[src/rtl/ndp_pkg.sv]
// Shared types and sizing helpers for the NDP layer sequencer slice.
package ndp_pkg;

  typedef enum logic [2:0] {
    ST_IDLE      = 3'd0,
    ST_LOAD      = 3'd1,
    ST_PAD       = 3'd2,
    ST_WAIT_BANK = 3'd3,
    ST_DRAIN     = 3'd4,
    ST_CAPTURE   = 3'd5,
    ST_SEND      = 3'd6
  } state_e;

  localparam int SP_ADDR_W = 8;
  localparam int BANK_W    = 2;
  localparam int MAX_BANKS = 4;

  // Counter width that never collapses to zero bits.
  function automatic int clog2_min1(input int v);
    return (v > 1) ? $clog2(v) : 1;
  endfunction

endpackage

[src/rtl/ndp_bank_tracker.sv]
// Full/last bookkeeping for the scratch-pad banks; producer fills at wr_ptr, consumer drains at rd_ptr.
module ndp_bank_tracker
  import ndp_pkg::*;
#(
  parameter int NUM_BANKS = 2
) (
  input  logic              axi_aclk,
  input  logic              axi_aresetn,
  input  logic              flush_i,
  input  logic              set_i,
  input  logic              set_last_i,
  input  logic              release_i,
  output logic [BANK_W-1:0] wr_ptr_o,
  output logic [BANK_W-1:0] rd_ptr_o,
  output logic              wr_free_o,
  output logic              nxt_free_o,
  output logic              rd_avail_o,
  output logic              rd_last_o
);

  logic [MAX_BANKS-1:0] full_q;
  logic [MAX_BANKS-1:0] last_q;
  logic [BANK_W-1:0]    wr_ptr_q;
  logic [BANK_W-1:0]    rd_ptr_q;
  logic [BANK_W-1:0]    pend_bank_q;
  logic                 pend_q;
  logic                 pend_last_q;
  logic                 collide;

  function automatic logic [BANK_W-1:0] bank_inc(input logic [BANK_W-1:0] p);
    return (p == BANK_W'(NUM_BANKS - 1)) ? '0 : p + 1'b1;
  endfunction

  assign collide = set_i && release_i && (wr_ptr_q == rd_ptr_q);

  always_ff @(posedge axi_aclk or negedge axi_aresetn) begin
    if (!axi_aresetn) begin
      full_q      <= '0;
      last_q      <= '0;
      wr_ptr_q    <= '0;
      rd_ptr_q    <= '0;
      pend_bank_q <= '0;
      pend_q      <= 1'b0;
      pend_last_q <= 1'b0;
    end else if (flush_i) begin
      full_q      <= '0;
      last_q      <= '0;
      wr_ptr_q    <= '0;
      rd_ptr_q    <= '0;
      pend_q      <= 1'b0;
      pend_last_q <= 1'b0;
    end else begin
      if (pend_q) begin
        full_q[pend_bank_q] <= 1'b1;
        last_q[pend_bank_q] <= pend_last_q;
        pend_q              <= 1'b0;
      end
      if (release_i) begin
        full_q[rd_ptr_q] <= 1'b0;
        last_q[rd_ptr_q] <= 1'b0;
        rd_ptr_q         <= bank_inc(rd_ptr_q);
      end
      // A fill landing on the bank being released is deferred one cycle so the release wins.
      if (set_i) begin
        wr_ptr_q <= bank_inc(wr_ptr_q);
        if (collide) begin
          pend_q      <= 1'b1;
          pend_bank_q <= wr_ptr_q;
          pend_last_q <= set_last_i;
        end else begin
          full_q[wr_ptr_q] <= 1'b1;
          last_q[wr_ptr_q] <= set_last_i;
        end
      end
    end
  end

  assign wr_ptr_o   = wr_ptr_q;
  assign rd_ptr_o   = rd_ptr_q;
  assign wr_free_o  = !full_q[wr_ptr_q] && !(pend_q && (pend_bank_q == wr_ptr_q));
  assign nxt_free_o = !full_q[bank_inc(wr_ptr_q)];
  assign rd_avail_o = full_q[rd_ptr_q];
  assign rd_last_o  = last_q[rd_ptr_q];

endmodule

[src/rtl/ndp_layer_sequencer.sv]
// NDP control core: stream tiles into scratch-pad banks, feed NDP_unit on a ce cadence,
// chain layers through the result register and stream the final result out.
module ndp_layer_sequencer
  import ndp_pkg::*;
#(
  parameter int AXIS_W     = 32,
  parameter int A_WORDS    = 2,
  parameter int B_WORDS    = 32,
  parameter int NUM_BANKS  = 2,
  parameter int MAX_LAYERS = 8,
  parameter int RES_WORDS  = 128,
  parameter int CE_RATIO   = 25,
  parameter int KEY_W      = 17,
  localparam int RES_AW    = clog2_min1(RES_WORDS)
) (
  input  logic                  axi_aclk,
  input  logic                  axi_aresetn,
  input  logic                  cfg_start,
  input  logic [3:0]            cfg_layers,
  input  logic [MAX_LAYERS-1:0] cfg_relu_mask,
  output logic                  busy,
  output logic                  err_short,
  input  logic [AXIS_W-1:0]     s_axis_tdata,
  input  logic                  s_axis_tvalid,
  input  logic                  s_axis_tlast,
  output logic                  s_axis_tready,
  output logic                  sp_wen,
  output logic [1:0]            sp_wbank,
  output logic [7:0]            sp_waddr,
  output logic [AXIS_W-1:0]     sp_wdata,
  output logic [1:0]            sp_rbank,
  output logic                  ndp_clr,
  output logic                  ndp_feed,
  output logic                  ndp_src_reg,
  output logic [KEY_W-1:0]      ndp_key,
  output logic                  ndp_in_done,
  input  logic                  ndp_calc_done,
  output logic                  relu_en,
  output logic                  res_capture,
  output logic [RES_AW-1:0]     res_raddr,
  input  logic [AXIS_W-1:0]     res_rdata,
  output logic [AXIS_W-1:0]     m_axis_tdata,
  output logic                  m_axis_tvalid,
  output logic                  m_axis_tlast,
  input  logic                  m_axis_tready,
  output logic [2:0]            dbg_state
);

  // Both streams use AXI4-Stream rules: a beat moves on a cycle with tvalid && tready;
  // the source holds tdata/tlast steady while tvalid is high and tready is low.

  localparam int CE_W = clog2_min1(CE_RATIO);
  localparam int LAY_W = clog2_min1(MAX_LAYERS);
  localparam logic [SP_ADDR_W-1:0] LAST_ADDR = SP_ADDR_W'(A_WORDS + B_WORDS - 1);
  localparam logic [SP_ADDR_W-1:0] REG_START = SP_ADDR_W'(A_WORDS);

  state_e                  state_q, state_d;
  logic [CE_W-1:0]         ce_cnt_q;
  logic                    ce;
  logic [SP_ADDR_W-1:0]    waddr_q, waddr_d, tile_start;
  logic [LAY_W-1:0]        layer_q, layer_d;
  logic [3:0]              layers_q, layers_d;
  logic [MAX_LAYERS-1:0]   mask_q, mask_d;
  logic                    err_q, err_d;
  logic [RES_AW-1:0]       raddr_q, raddr_d;
  logic                    is_last_layer, start_layer;
  logic                    clr_pend_q, clr_q, feed_q, feed_last_q, in_done_q;
  logic [KEY_W-1:0]        key_q;
  logic [BANK_W-1:0]       rbank_q;
  logic                    bk_flush, bk_set, bk_set_last, bk_release;
  logic [BANK_W-1:0]       wr_ptr, rd_ptr;
  logic                    wr_free, nxt_free, rd_avail, rd_last;

  assign ce = (ce_cnt_q == CE_W'(CE_RATIO - 1));

  always_ff @(posedge axi_aclk or negedge axi_aresetn) begin
    if (!axi_aresetn) ce_cnt_q <= '0;
    else              ce_cnt_q <= ce ? '0 : ce_cnt_q + 1'b1;
  end

  ndp_bank_tracker #(.NUM_BANKS(NUM_BANKS)) u_banks (
    .axi_aclk    (axi_aclk),
    .axi_aresetn (axi_aresetn),
    .flush_i     (bk_flush),
    .set_i       (bk_set),
    .set_last_i  (bk_set_last),
    .release_i   (bk_release),
    .wr_ptr_o    (wr_ptr),
    .rd_ptr_o    (rd_ptr),
    .wr_free_o   (wr_free),
    .nxt_free_o  (nxt_free),
    .rd_avail_o  (rd_avail),
    .rd_last_o   (rd_last)
  );

  assign tile_start    = (layer_q == '0) ? '0 : REG_START;
  assign is_last_layer = ((4'(layer_q) + 4'd1) >= layers_q);

  always_ff @(posedge axi_aclk or negedge axi_aresetn) begin
    if (!axi_aresetn) begin
      state_q  <= ST_IDLE;
      waddr_q  <= '0;
      layer_q  <= '0;
      layers_q <= 4'd1;
      mask_q   <= '0;
      err_q    <= 1'b0;
      raddr_q  <= '0;
    end else begin
      state_q  <= state_d;
      waddr_q  <= waddr_d;
      layer_q  <= layer_d;
      layers_q <= layers_d;
      mask_q   <= mask_d;
      err_q    <= err_d;
      raddr_q  <= raddr_d;
    end
  end

  always_comb begin
    state_d       = state_q;
    waddr_d       = waddr_q;
    layer_d       = layer_q;
    layers_d      = layers_q;
    mask_d        = mask_q;
    err_d         = err_q;
    raddr_d       = raddr_q;
    start_layer   = 1'b0;
    bk_flush      = 1'b0;
    bk_set        = 1'b0;
    bk_set_last   = 1'b0;
    s_axis_tready = 1'b0;
    sp_wen        = 1'b0;
    sp_wdata      = '0;
    res_capture   = 1'b0;
    m_axis_tvalid = 1'b0;
    case (state_q)
      ST_IDLE: begin
        if (cfg_start) begin
          state_d     = ST_LOAD;
          layer_d     = '0;
          mask_d      = cfg_relu_mask;
          err_d       = 1'b0;
          waddr_d     = '0;
          start_layer = 1'b1;
          bk_flush    = 1'b1;
          if (cfg_layers == 4'd0)                  layers_d = 4'd1;
          else if (cfg_layers > 4'(MAX_LAYERS))    layers_d = 4'(MAX_LAYERS);
          else                                     layers_d = cfg_layers;
        end
      end
      ST_LOAD: begin
        s_axis_tready = wr_free;
        if (s_axis_tvalid && wr_free) begin
          sp_wen   = 1'b1;
          sp_wdata = s_axis_tdata;
          if (waddr_q == LAST_ADDR) begin
            bk_set      = 1'b1;
            bk_set_last = s_axis_tlast;
            waddr_d     = tile_start;
            if (s_axis_tlast)  state_d = ST_DRAIN;
            else if (!nxt_free) state_d = ST_WAIT_BANK;
          end else begin
            waddr_d = waddr_q + 1'b1;
            if (s_axis_tlast) begin
              err_d   = 1'b1;
              state_d = ST_PAD;
            end
          end
        end
      end
      // Zero-fill the rest of a short tile, then treat it as the layer's last tile.
      ST_PAD: begin
        sp_wen = 1'b1;
        if (waddr_q == LAST_ADDR) begin
          bk_set      = 1'b1;
          bk_set_last = 1'b1;
          waddr_d     = tile_start;
          state_d     = ST_DRAIN;
        end else begin
          waddr_d = waddr_q + 1'b1;
        end
      end
      ST_WAIT_BANK: begin
        if (wr_free) state_d = ST_LOAD;
      end
      ST_DRAIN: begin
        if (ce && in_done_q && !clr_pend_q && ndp_calc_done) begin
          if (is_last_layer) begin
            state_d = ST_SEND;
            raddr_d = '0;
          end else begin
            state_d = ST_CAPTURE;
          end
        end
      end
      ST_CAPTURE: begin
        res_capture = 1'b1;
        layer_d     = layer_q + 1'b1;
        waddr_d     = REG_START;
        start_layer = 1'b1;
        state_d     = ST_LOAD;
      end
      ST_SEND: begin
        m_axis_tvalid = 1'b1;
        if (m_axis_tready) begin
          if (raddr_q == RES_AW'(RES_WORDS - 1)) begin
            state_d = ST_IDLE;
            raddr_d = '0;
          end else begin
            raddr_d = raddr_q + 1'b1;
          end
        end
      end
      default: state_d = ST_IDLE;
    endcase
  end

  // Compute side: everything here moves only on ce. A feed holds its bank for one
  // ce period and frees it at the ce that ends the feed.
  assign bk_release = ce && !clr_pend_q && feed_q;

  always_ff @(posedge axi_aclk or negedge axi_aresetn) begin
    if (!axi_aresetn) begin
      clr_pend_q  <= 1'b0;
      clr_q       <= 1'b1;
      feed_q      <= 1'b0;
      feed_last_q <= 1'b0;
      in_done_q   <= 1'b0;
      key_q       <= '0;
      rbank_q     <= '0;
    end else begin
      if (ce) begin
        if (clr_pend_q) begin
          clr_q      <= 1'b1;
          feed_q     <= 1'b0;
          key_q      <= '0;
          in_done_q  <= 1'b0;
          clr_pend_q <= 1'b0;
        end else begin
          clr_q <= 1'b0;
          if (feed_q) begin
            feed_q <= 1'b0;
            if (feed_last_q) in_done_q <= 1'b1;
          end else if (rd_avail && !in_done_q) begin
            feed_q      <= 1'b1;
            feed_last_q <= rd_last;
            key_q       <= key_q + 1'b1;
            rbank_q     <= rd_ptr;
          end
        end
      end
      if (start_layer) clr_pend_q <= 1'b1;
    end
  end

  assign busy         = (state_q != ST_IDLE);
  assign err_short    = err_q;
  assign sp_wbank     = wr_ptr;
  assign sp_waddr     = waddr_q;
  assign sp_rbank     = rbank_q;
  assign ndp_clr      = clr_q;
  assign ndp_feed     = feed_q;
  assign ndp_src_reg  = (layer_q != '0);
  assign ndp_key      = key_q;
  assign ndp_in_done  = in_done_q;
  assign relu_en      = mask_q[layer_q];
  assign res_raddr    = raddr_q;
  assign m_axis_tdata = res_rdata;
  assign m_axis_tlast = (state_q == ST_SEND) && (raddr_q == RES_AW'(RES_WORDS - 1));
  assign dbg_state    = state_q;

endmodule
[config.mk]
export PLATFORM = sky130hd
export DESIGN_NAME = ndp_layer_sequencer
export DESIGN_NICKNAME = d
export VERILOG_FILES = /design/src/rtl/ndp_pkg.sv /design/src/rtl/ndp_bank_tracker.sv /design/src/rtl/ndp_layer_sequencer.sv
export SDC_FILE = /design/constraint.sdc
export NUM_CORES = 1
export LEC_CHECK = 0
export BUFFER_PORTS_ARGS = -buffer_cell sky130_fd_sc_hd__clkbuf_2
export CAP_MARGIN = 10
export CORE_AREA = 2 2 103 105
export DETAILED_ROUTE_END_ITERATION = 16
export DIE_AREA = 0 0 105 107
export GPL_TIMING_DRIVEN = 0
export HOLD_SLACK_MARGIN = 0.08
export PLACE_DENSITY_LB_ADDON = 0.15
export SYNTH_ARGS = -nofsm -noshare
export SYNTH_HDL_FRONTEND = slang
export SYNTH_HIERARCHICAL = 1
export SYNTH_SLANG_ARGS = --single-unit
[constraint.sdc]
create_clock -name axi_aclk -period 2.81 [get_ports axi_aclk]
set_input_delay 0 -clock axi_aclk [delete_from_list [all_inputs] [get_ports axi_aclk]]
set_output_delay 0 -clock axi_aclk [all_outputs]
set_load 0.005 [all_outputs]
==> results.md, run 1 <==
- Status: complete, no violations
- Post-synth EDFFs: 0
- Share of layout cells above drive strength 1: a little over a third
- CTS clock-pin slew for the worst setup and hold paths: roughly 100 ps
- Cell taking the most area after synthesis: dfrtp_1
- Sequential share of the synthesized area: between 40% and 50%
- Number of CTS-inserted buffers: 9
- Vias in the first global route: approximately 4300
- ANT nets after route: 0
- Pre-CTS setup slack: -260.5 ps
- Number of vias per cell: 5.129
- Die area: ~11000 um^2
- Final Worst Setup Slack: 190.4 ps
- Worst-Skew Late Latency: 370 ps
- Peak VDD IR: 0.2821 mV
- Crit path time final: 2620 ps
- Dominant cells by area after synthesis: dfrtp_1 40%, buf_4 5.1%, nand2_1 4.7%, and2_1 4.4%, xor2_1 3.4%
- Die W: around 110 um
- Port bufs: between 150 and 200
- Routed len/inst: between 10 and 15 um
- Final Power: about 3.5 mW
- Largest family of logic cells by synthesized area: simple AND/OR/NAND/NOR gates
- Initial DRC count: 193
- Async SR Flop Fraction: between 90% and 100%
- Setup CP Type: reg -> reg
- Synth Area per Inst: 9.349 um^2
- Clock sinks: 79
- Synth Warn #: 6
- Worst Path Arrival: ~2900 ps
- Top_reg_cell synth: dfrtp_1
- PwrDens: approximately 560 nW/um^2
- Finished Layout Cells: 852
- Synth Area in XOR/XNOR: 4.649%
- Fmax: approximately 0.38 GHz
- Gpl congestion: between 0.9 and 1
- Synthesized area: 4871 um^2
- Final net count: between 800 and 900
- Die Height: 107 um
- Synth Area in Adders: under 10%
- Max Fanout on Critical Path: 14
- Post-Synthesis Cells: 521
- Final count of hold timing violations: 0
- Synth Area in Compound Gates: around an eighth
- Crit end category: register
- Tcrit/Tclk final: roughly 93%
- Unique masters post-synth: 63
- # diodes: 0
- I/O pin total: 198
- Grt ovf: 0
- DRC: 0
- Mapped Nets: 616
- Worst Path Required: just over 3000 ps
- Initial antenna violation count: 0
- Row Count: 37
- CORE AREA: approximately 10000 um^2
- Top-area cell type share of the netlist area: around 40%
- Gr usage total: 23.05%
- Final wirelength: approximately 13000 um
- Post-Synth Simple-Gate Area: between 20% and 30%
- TritonRoute pass-1 iters: 4
- Setup TNS: 0 ps
- Synth Register Bits: between 70 and 80
- Max transition margin: between 60 and 70%
- Leak: 3.209 nW
- CTS tree: built
- Final setup viols: 0
- Max cap viols: 0
- Clk_skew: about 16 ps
- Root Buffer: clkbuf_8
- Area grow syn2layout: 29.05%
- RSZ-0062 raised after global routing: false
- Max-slew violations: 0
- Global-route wire length before repair: a little over 20000 um
- Worst hold path type: in -> async
- Crit path launch type: register
- Starting Density: 48.26%
- Mux share of post-synthesis cell area: 5.728%
- Final hold slack: about 100 ps
- Dpl hpwl: approximately 9500 um
- Worst-margin pin slew: roughly 550 ps
- Max Buffers Root-to-Sink: 2
- H-tree levels: 3
- Largest net degree at the start of global routing: slightly below 60
- Dpl cells: 823
- Via count: between 4000 and 5000
-- per-stage QoR --
step           util, %  cell area (um^2)
2_1_floorplan        -              4871
3_3_place_gp     58.13              5867
3_5_place_dp     58.43              5897
4_1_cts          62.16              6274
5_1_grt          62.29              6286
6_report         62.29              6286
-- report_power, final --
part	total, mW	switching [mW]	internal, mW	leakage [nW]
combinational	1.19	0.667	0.525	2.04
sequential	1.35	0.0918	1.26	1.06
clock	0.984	0.472	0.512	0.112
total	3.53	1.23	2.30	3.21
-- flip-flops by register name (all words and copies together), names as in the netlist, 3 cells and up --
name            count
mask_q              8
layers_q            4
dbg_state           3
res_raddr           7
layer_q             3
sp_waddr            8
u_banks/full_q      4
ce_cnt_q            5
u_banks/last_q      4
ndp_key            17
-- critical path: stages (launching register included) --
cell      delay, ps
dfrtp_1         460
or4b_2          690
clkbuf_1        190
inv_1           210
buf_2           340
clkbuf_1        410
a21o_1          130
o22ai_1          60
-- final cells by class --
class | instances | area, um^2
buffer | 55 | 360.3
clock buffer | 9 | 123.9
clock inverter | 7 | 105.1
fill | 851 | 3806
inverter | 18 | 67.56
multi-input combinational | 367 | 2476
sequential | 79 | 1979
tap | 136 | 170.2
timing repair buffer | 181 | 1003
-- cells in the final DEF (no fill, tap or decap), drive strengths merged, types with 3 or more instances in the layout --
cell | synthesis | routed
nor3 | 4 | 4
o21a | 3 | 3
clkbuf | 16 | 188
mux2 | 9 | 9
nand3b | 8 | 8
mux4 | 4 | 4
mux2i | 8 | 8
dlygate4sd3 | 0 | 14
nand2 | 61 | 61
nand3 | 18 | 18
nor2b | 3 | 3
a21oi | 13 | 13
xnor2 | 5 | 5
and3 | 8 | 8
o21ai | 29 | 29
inv | 18 | 20
o2111ai | 3 | 3
nor2 | 43 | 43
ha | 12 | 12
nand2b | 8 | 8
and2 | 34 | 34
xor2 | 20 | 20
buf | 41 | 43
and3b | 4 | 4
nand4 | 6 | 6
o211ai | 4 | 4
a2111oi | 3 | 3
a21o | 5 | 5
o31ai | 12 | 12
or3 | 3 | 3
a31oi | 4 | 4
dfrtp | 77 | 77
-- timing repair --
item / 4_1_cts / 5_1_grt
pin swaps: 0 / 1
endpoints found under the setup margin: 35 / 43
gates resized for setup: 2 / 10
hold endpoints to repair: 91 / 0
setup buffers: 0 / 1
hold buffers: 14 / 0
-- worst paths after layout --
path	startpoint	endpoint	slack (ps)	cells after the start
setup / recovery	dbg_state[2]	u_banks/last_q[0]	190	7
max in group asynchronous	axi_aresetn	layers_q[0]	2030	3
hold / removal	axi_aresetn	ndp_key[8]	100	2
min in group axi_aclk	res_rdata[18]	m_axis_tdata[18]	170	2
setup reg to reg	dbg_state[2]	u_banks/last_q[0]	190	7
hold reg to reg	mask_q[2]	mask_q[2]	480	2
-- cell usage after synthesis (3+ instances only) --
master	number
dfrtp_1	77
nand2_1	61
nor2_1	41
and2_1	34
buf_4	33
o21ai_0	29
xor2_1	19
inv_1	18
nand3_1	17
clkbuf_1	16
a21oi_1	13
ha_1	12
o31ai_1	12
mux2_2	9
and3_1	8
mux2i_1	8
nand2b_1	8
nand3b_1	8
buf_2	6
nand4_1	6
a21o_1	5
xnor2_1	5
a31oi_1	4
and3b_1	4
nor3_1	4
o211ai_1	4
nor2b_1	3
o2111ai_1	3
o21a_1	3
or3_1	3
-- per-layer routing --
metal  vias up  part of all wire, %  track usage [%]
met3        13                  5.7            3.647
met1      2034                   41            28.18
li1       2159                    -                -
met4         0                  1.6            8.000
met2       164                   51            41.33
met5         -                    0                0
-- logic make-up after synthesis --
family	Yosys count
DFF	79
muxes	21
buffers and inverters	75
and+or+nand+nor	217
adders and majority gates	12
xor gates and xnor gates	25
AOI/OAI and AO/OA	92
No activity file was read; power rests on OpenSTA's default activity.
==> inputs of run 2 (changes only) <==
--- a/config.mk
+++ b/config.mk
@@ -7,11 +7,12 @@
 export LEC_CHECK = 0
 export BUFFER_PORTS_ARGS = -buffer_cell sky130_fd_sc_hd__clkbuf_2
 export CAP_MARGIN = 10
-export CORE_AREA = 2 2 103 105
+export CORE_AREA = 2 2 109 100
 export DETAILED_ROUTE_END_ITERATION = 16
-export DIE_AREA = 0 0 105 107
+export DIE_AREA = 0 0 111 102
 export GPL_TIMING_DRIVEN = 0
 export HOLD_SLACK_MARGIN = 0.08
+export MAX_ROUTING_LAYER = met4
 export PLACE_DENSITY_LB_ADDON = 0.15
 export SYNTH_ARGS = -nofsm -noshare
 export SYNTH_HDL_FRONTEND = slang
==> constraint.sdc (replaced) <==
create_clock -name axi_aclk -period 3 [get_ports axi_aclk]
set_input_delay 0 -clock axi_aclk [delete_from_list [all_inputs] [get_ports axi_aclk]]
set_output_delay 0 -clock axi_aclk [all_outputs]
set_load 0.005 [all_outputs]
==> run 2 against run 1 <==
  * Utilization grew 0.78 points
  * Non-clock buffer count increased by 1
  * Routed wire length decreased by 4.2%
  * First-iteration DRC count increased by 21%
  * Clock skew decreased by 5.5 ps
  * Die area increased by 0.77%
  * Largest cell class unchanged
==> results.md, run 2 (synthesis results as in run 1) <==
- Via count: between 4000 and 5000
- Final wirelength: between 10000 and 15000 um
- Leak: ~3.3 nW
- Buffers & Inverters on Critical Path: 2
- Setup CP Type: reg -> reg
- Gpl congestion: roughly 0.93
- Clock sinks: 79
- Slowest stage delay, CP: between 400 and 500 ps
- Gr usage total: 22.10%
- Global-route wire length before repair: 19740 um
- Crit path launch type: register
- FF-to-FF setup slack: 200 ps
- CTS clock-pin slew for the worst setup and hold paths: 60 ps
- Routed len/inst: roughly 14 um
- Area occupied by multi-input gates: about 2500 um^2
- Grt ovf: 0
- Max transition margin: between 50% and 60%
- Fmax: about 0.36 GHz
- Worst Path Arrival: 3020 ps
- Initial antenna violation count: 0
- Area grow syn2layout: 30.98%
- Dpl hpwl: 8996 um
- Port bufs: 165
- Most common cell on crit path: nand2_1
- Largest register FFs: 17
- Filler Cell Count: ~840
- Tcrit/Tclk final: between 90% and 100%
- Worst-margin pin slew: just under 700 ps
- Delay-heaviest family, CP: simple AND/OR/NAND/NOR gates
- Slowest CP cell: dfrtp_1
- Worst-Skew Late Latency: roughly 330 ps
- Final Power: ~3.6 mW
- I/O pin total: 198
- Reg area: around 2000 um^2
- Worst hold path type: in -> out
- Status: complete, no violations
- Clk_skew: between 10 and 15 ps
- Final count of hold timing violations: 0
- Vias in the first global route: 4181
- Max-slew violations: 0
- Die area: roughly 11000 um^2
- DRC: 0
- Number of vias per cell: 5.214
- Post-route cell area: 6380 um^2
- Crit path time final: roughly 2800 ps
- Peak VDD IR: ~0.35 mV
- Starting Density: just under 50%
- Initial DRC count: between 200 and 250
- Die W: about 110 um
- ANT nets after route: 0
- Crit path cell chain: clkbuf_4 -> xor2_1 -> nor2_1 -> a221oi_4 -> and2_1 -> nand2_1 -> a21oi_1 -> buf_2 -> nand2_1 -> nor4_4 -> mux2_2
- Final setup viols: 0
- Max Buffers Root-to-Sink: 2
- Worst Path Required: approximately 3200 ps
- Crit end category: register
- CTS tree: built
- DP Area: 5888 um^2
- Row Count: 35
- Max cap viols: 0
- Final net count: 807
- # diodes: 0
- Commonest non-fill, non-tap cell in the layout: clkbuf_2
- Largest net degree at the start of global routing: 50
- RSZ-0062 raised after global routing: false
- TritonRoute pass-1 iters: 4
- Root Buffer: clkbuf_16
- Die Height: approximately 100 um
- H-tree levels: 3
- Share of layout cells above drive strength 1: a little over a third
- Dpl cells: between 800 and 900
- CORE AREA: 10120 um^2
- Finished Layout Cells: about 850
- PwrDens: roughly 560 nW/um^2
- Most frequent cells in the layout: 164 x clkbuf_2, 77 x dfrtp_1, 61 x nand2_1, 41 x nor2_1, 34 x and2_1
- Max Fanout on Critical Path: 10
- Number of CTS-inserted buffers: 9
==> run 2: where the power goes <==
group          internal, mW  total, mW  leakage, nW  switching, mW
clock network         0.756       1.20        0.163          0.445
logic                 0.481       1.09         2.03          0.606
registers              1.18       1.28         1.06         0.0919
==> run 2: final cells by class <==
type	count	share of cell area [%]
Buffer	57	5.707
Clock buffer	10	3.746
Clock inverter	6	1.432
Inverter	18	1.059
Multi-Input combinational cell	367	38.89
Sequential cell	79	31.03
Tap cell	129	2.530
Timing Repair Buffer	180	15.61
==> run 2: path summary, 6_finish.rpt <==
check	startpoint	to	cells past startpoint
worst max-delay path	u_banks/wr_ptr_o[1]	u_banks/pend_bank_q[1]	11
worst min-delay path	res_rdata[11]	m_axis_tdata[11]	2
worst max register to register	u_banks/wr_ptr_o[1]	u_banks/pend_bank_q[1]	11
worst min register to register	mask_q[2]	mask_q[2]	2
max in group asynchronous	axi_aresetn	err_short	3
min in group asynchronous	axi_aresetn	ndp_key[8]	2
==> run 2: metrics by stage <==
step	hold WS, ps	setup slack [ps]	TNS [ps]	util (%)
final	167.7	195.5	0	63.07
after global routing	170.3	9.167	0	63.07
after CTS	169.0	154.0	0	62.93
after detailed placement	5.232	-114.8	-228.5	58.21
after global placement	169.8	-68.41	-136.2	57.91
after floorplan	-295.6	398.1	0	-
==> run 2: layer usage <==
metal	part of all wire, %	wire [um]	global-route usage (%)
met4	1.4	175	7.500
met3	5.1	626	3.677
met2	49	5970	36.76
met5	0	0	-
met1	44	5397	27.88
==> run 2: repair_timing <==
action | CTS | global route
setup endpoints to repair | 4 | 11
buffers inserted | 0 | 0
hold buffers | 14 | 0
hold endpoints to repair | 92 | 0
resized for setup | 2 | 3
pin swaps | 0 | 0
==> inputs of run 3 (changes only) <==
--- a/config.mk
+++ b/config.mk
@@ -5,11 +5,12 @@
 export SDC_FILE = /design/constraint.sdc
 export NUM_CORES = 1
 export LEC_CHECK = 0
+export ABC_AREA = 1
 export BUFFER_PORTS_ARGS = -buffer_cell sky130_fd_sc_hd__clkbuf_2
 export CAP_MARGIN = 10
-export CORE_AREA = 2 2 109 100
+export CORE_AREA = 2 2 112 103
 export DETAILED_ROUTE_END_ITERATION = 16
-export DIE_AREA = 0 0 111 102
+export DIE_AREA = 0 0 114 105
 export GPL_TIMING_DRIVEN = 0
 export HOLD_SLACK_MARGIN = 0.08
 export MAX_ROUTING_LAYER = met4
==> run 3 against run 2 <==
  * Global-route usage grew 2.8 points
  * Fmax is 2.0% higher
  * Via count rose by 23%
  * Critical path depth grew 8
  * Die area grew 5.7%
  * Design area grew 6.7%
  * Routed wire length is 21% higher
  * Total power grew 6.8%
  * Worst hold slack got worse by 52 ps
  * First-iteration DRC count grew 67%
  * Critical path type unchanged
==> results.md, run 3 <==
- # diodes: 0
- Max Buffers Root-to-Sink: 2
- CORE AREA: 10720 um^2
- Flop pwr share: roughly a third
- Post-synth EDFFs: 0
- Via count: about 5400
- Leak: 3.837 nW
- Synthesized area: between 5000 and 6000 um^2
- Unique masters post-synth: 45
- Global-route wire length before repair: 23600 um
- Final hold slack: approximately 120 ps
- CTS clock-pin slew for the worst setup and hold paths: about 60 ps
- H-tree levels: 3
- Most frequent cells in the layout: 168 x nand2_1, 165 x clkbuf_2, 114 x inv_1, 90 x nor2_1, 77 x dfrtp_1
- Area occupied by multi-input gates: about 2500 um^2
- Combinational Power Share: between 30% and 40%
- Die W: between 100 and 150 um
- Max transition margin: 42.88%
- Crit path launch type: register
- RSZ-0062 raised after global routing: false
- Setup Buffers After CTS: 0
- Synth Warn #: 6
- Worst hold path type: in -> reg
- Slowest CP cell: dfrtp_1
- Final setup viols: 0
- Worst-margin pin slew: ~850 ps
- Hold Path Origin: cfg_start
- Routed len/inst: 13.68 um
- Grt ovf: 0
- Final count of hold timing violations: 0
- I/O pin total: 198
- Number of vias per cell: around 5
- Synth Register Bits: between 70 and 80
- Number of CTS-inserted buffers: 9
- Setup CP Type: reg -> reg
- Top-area cell type share of the netlist area: a little over a third
- CTS Hold Bufs: 17
- Dpl hpwl: between 10000 and 15000 um
- Die area: between 10000 and 15000 um^2
- Commonest non-fill, non-tap cell in the layout: nand2_1
- Vias in the first global route: approximately 5000
- Cell taking the most area after synthesis: dfrtp_1
- PwrDens: about 560 nW/um^2
- Initial antenna violation count: 0
- Gpl congestion: about 0.93
- Row Count: 36
- Post-synth top cells: 168 x nand2_1, 114 x inv_1, 90 x nor2_1, 77 x dfrtp_1, 40 x nand3_1
- Power share of the clock group: between 20% and 30%
- Worst Path Arrival: between 2000 and 3000 ps
- Tcrit/Tclk final: approximately nine tenths
- Fmax: 0.3636 GHz
- Most common cell on crit path: nand2_1
- Delay-heaviest family, CP: simple AND/OR/NAND/NOR gates
- Buffers & Inverters on Critical Path: 5
- Reg area: between 1500 and 2000 um^2
- Crit path from: u_banks/wr_ptr_o[0]
- Internal: between 2 and 2.5 mW
- Area grow syn2layout: 27.97%
- Max-slew violations: 0
- ANT nets after route: 0
- CTS tree: built
- Reg2reg start: u_banks/wr_ptr_o[0]
- Final net count: 1029
- Starting Density: between 40% and 50%
- Synth Area per Inst: 7.188 um^2
- Post-Synthesis Cells: 740
- Top_reg_cell synth: dfrtp_1
- Max cap viols: 0
- Max Fanout on Critical Path: 8
- Gr usage total: between 20% and 30%
- Die Height: 105 um
- Peak VDD IR: 0.5646 mV
- Clk_skew: between 4 and 5 ps
- Worst-Skew Late Latency: between 300 and 400 ps
- TritonRoute pass-1 iters: 5
- Cts repair resizes: 0
- Largest net degree at the start of global routing: 46
- DRC: 0
- Mapped Nets: 835
- Filler Cell Count: between 900 and 1000
- Crit end category: register
- Final wirelength: about 15000 um
- Port bufs: 165
- Worst Path Required: approximately 3200 ps
- Largest register FFs: 17
- Share of layout cells above drive strength 1: between 30% and 40%
- Most numerous cell in the Yosys netlist: nand2_1
- Crit path time final: between 2000 and 3000 ps
- Async SR Flop Fraction: 100.0%
- Initial DRC count: 390
- Slowest stage delay, CP: a little under 400 ps
- Setup TNS: 0 ps
- Dominant cells by area after synthesis: dfrtp_1 36%, nand2_1 12%, inv_1 8.0%, nor2_1 6.4%, buf_4 4.8%
- Sequential share of the synthesized area: 37.21%
- Status: complete, no violations
- Root Buffer: clkbuf_16
- Clock sinks: between 70 and 80
- Psw: about 1.4 mW
- Crit path cell chain: buf_6 -> inv_2 -> nand2_1 -> nand3_1 -> a21oi_1 -> a31oi_1 -> nand2_1 -> nor2_1 -> inv_2 -> nand2_1 -> nand2_1 -> inv_1 -> nand2_1 -> inv_1 -> nand2_4 -> o21bai_2 -> nand2_1 -> nand2_1 -> nor2_1
- Switching portion of total power: about 37%
[run 3: cell count changes in the layout (fill, tap and decap cells not counted), sizes merged, moves of 15 or more]
cell and change:
and2 -33, nand2 +117, nand4 +24, nand3 +26, o21ai +19, nor2 +57
xor2 -15, inv +106
[run 3: layer usage]
layer,part of all wire (%),track usage [%],vias up
met1,42,30.86,2495
met2,50,41.79,188
li1,-,-,2721
met5,0,-,-
met3,5.8,4.988,18
met4,1.5,6.098,0
[run 3: stage by stage]
stage	setup slack, ps	cell area [um^2]	utilization (%)	cells	power [mW]
floorplan	814.3	5319	-	740	2.206
global placement	347.0	6311	58.87	1038	2.651
detailed placement	295.7	6341	59.15	1039	2.701
CTS	279.8	6807	63.49	1072	3.820
global route	80.19	6807	63.49	1072	4.070
finish	249.7	6807	63.49	1072	3.805
[run 3: kinds of logic (layout without fill, tap and decap cells)]
family,after synthesis,count (layout),share of synthesized area (%)
compound gates,95,95,11.08
xor+xnor,7,7,1.153
fa+ha+maj,12,12,2.823
buf+inv,173,372,15.43
flops,79,79,37.21
mux,3,3,0.6351
simple gates,371,371,31.66
[run 3: final timing paths]
kind,to,slack [ps],cells after the start
worst max register to register,u_banks/last_q[0],250,19
worst min-delay path,layers_q[3],120,4
max in group asynchronous,layers_q[0],2110,3
worst min register to register,mask_q[1],470,2
worst max-delay path,u_banks/last_q[0],250,19
min in group asynchronous,ndp_key[16],220,2
[run 3: layout make-up]
cell class | count | area share, %
Buffer | 48 | 5.129
Timing Repair Buffer | 183 | 15.07
Inverter | 125 | 6.930
Multi-Input combinational cell | 488 | 37.00
Tap cell | 133 | 2.445
Clock inverter | 3 | 0.2206
Clock buffer | 13 | 4.118
Sequential cell | 79 | 29.08
[run 3: worst register-to-register path, cell delays in order, from the launching register on]
cell      delay (ps)
dfrtp_1          390
buf_6            150
inv_2            140
nand2_1           70
nand3_1           80
a21oi_1           60
a31oi_1          250
nand2_1          150
nor2_1           140
inv_2             80
nand2_1          130
nand2_1           90
inv_1            210
nand2_1           80
inv_1            120
nand2_4          100
o21bai_2         210
nand2_1           90
nand2_1           60
nor2_1            40
[run 3: power groups by stage]
stage          sequential (mW)  clock, mW  combinational (mW)
6_report                  1.32       1.07                1.41
3_3_place_gp              1.33          0                1.32
5_1_grt                   1.34       1.14                1.59
2_1_floorplan             1.31          0               0.896
3_5_place_dp              1.34          0                1.36
4_1_cts                   1.32       1.09                1.41
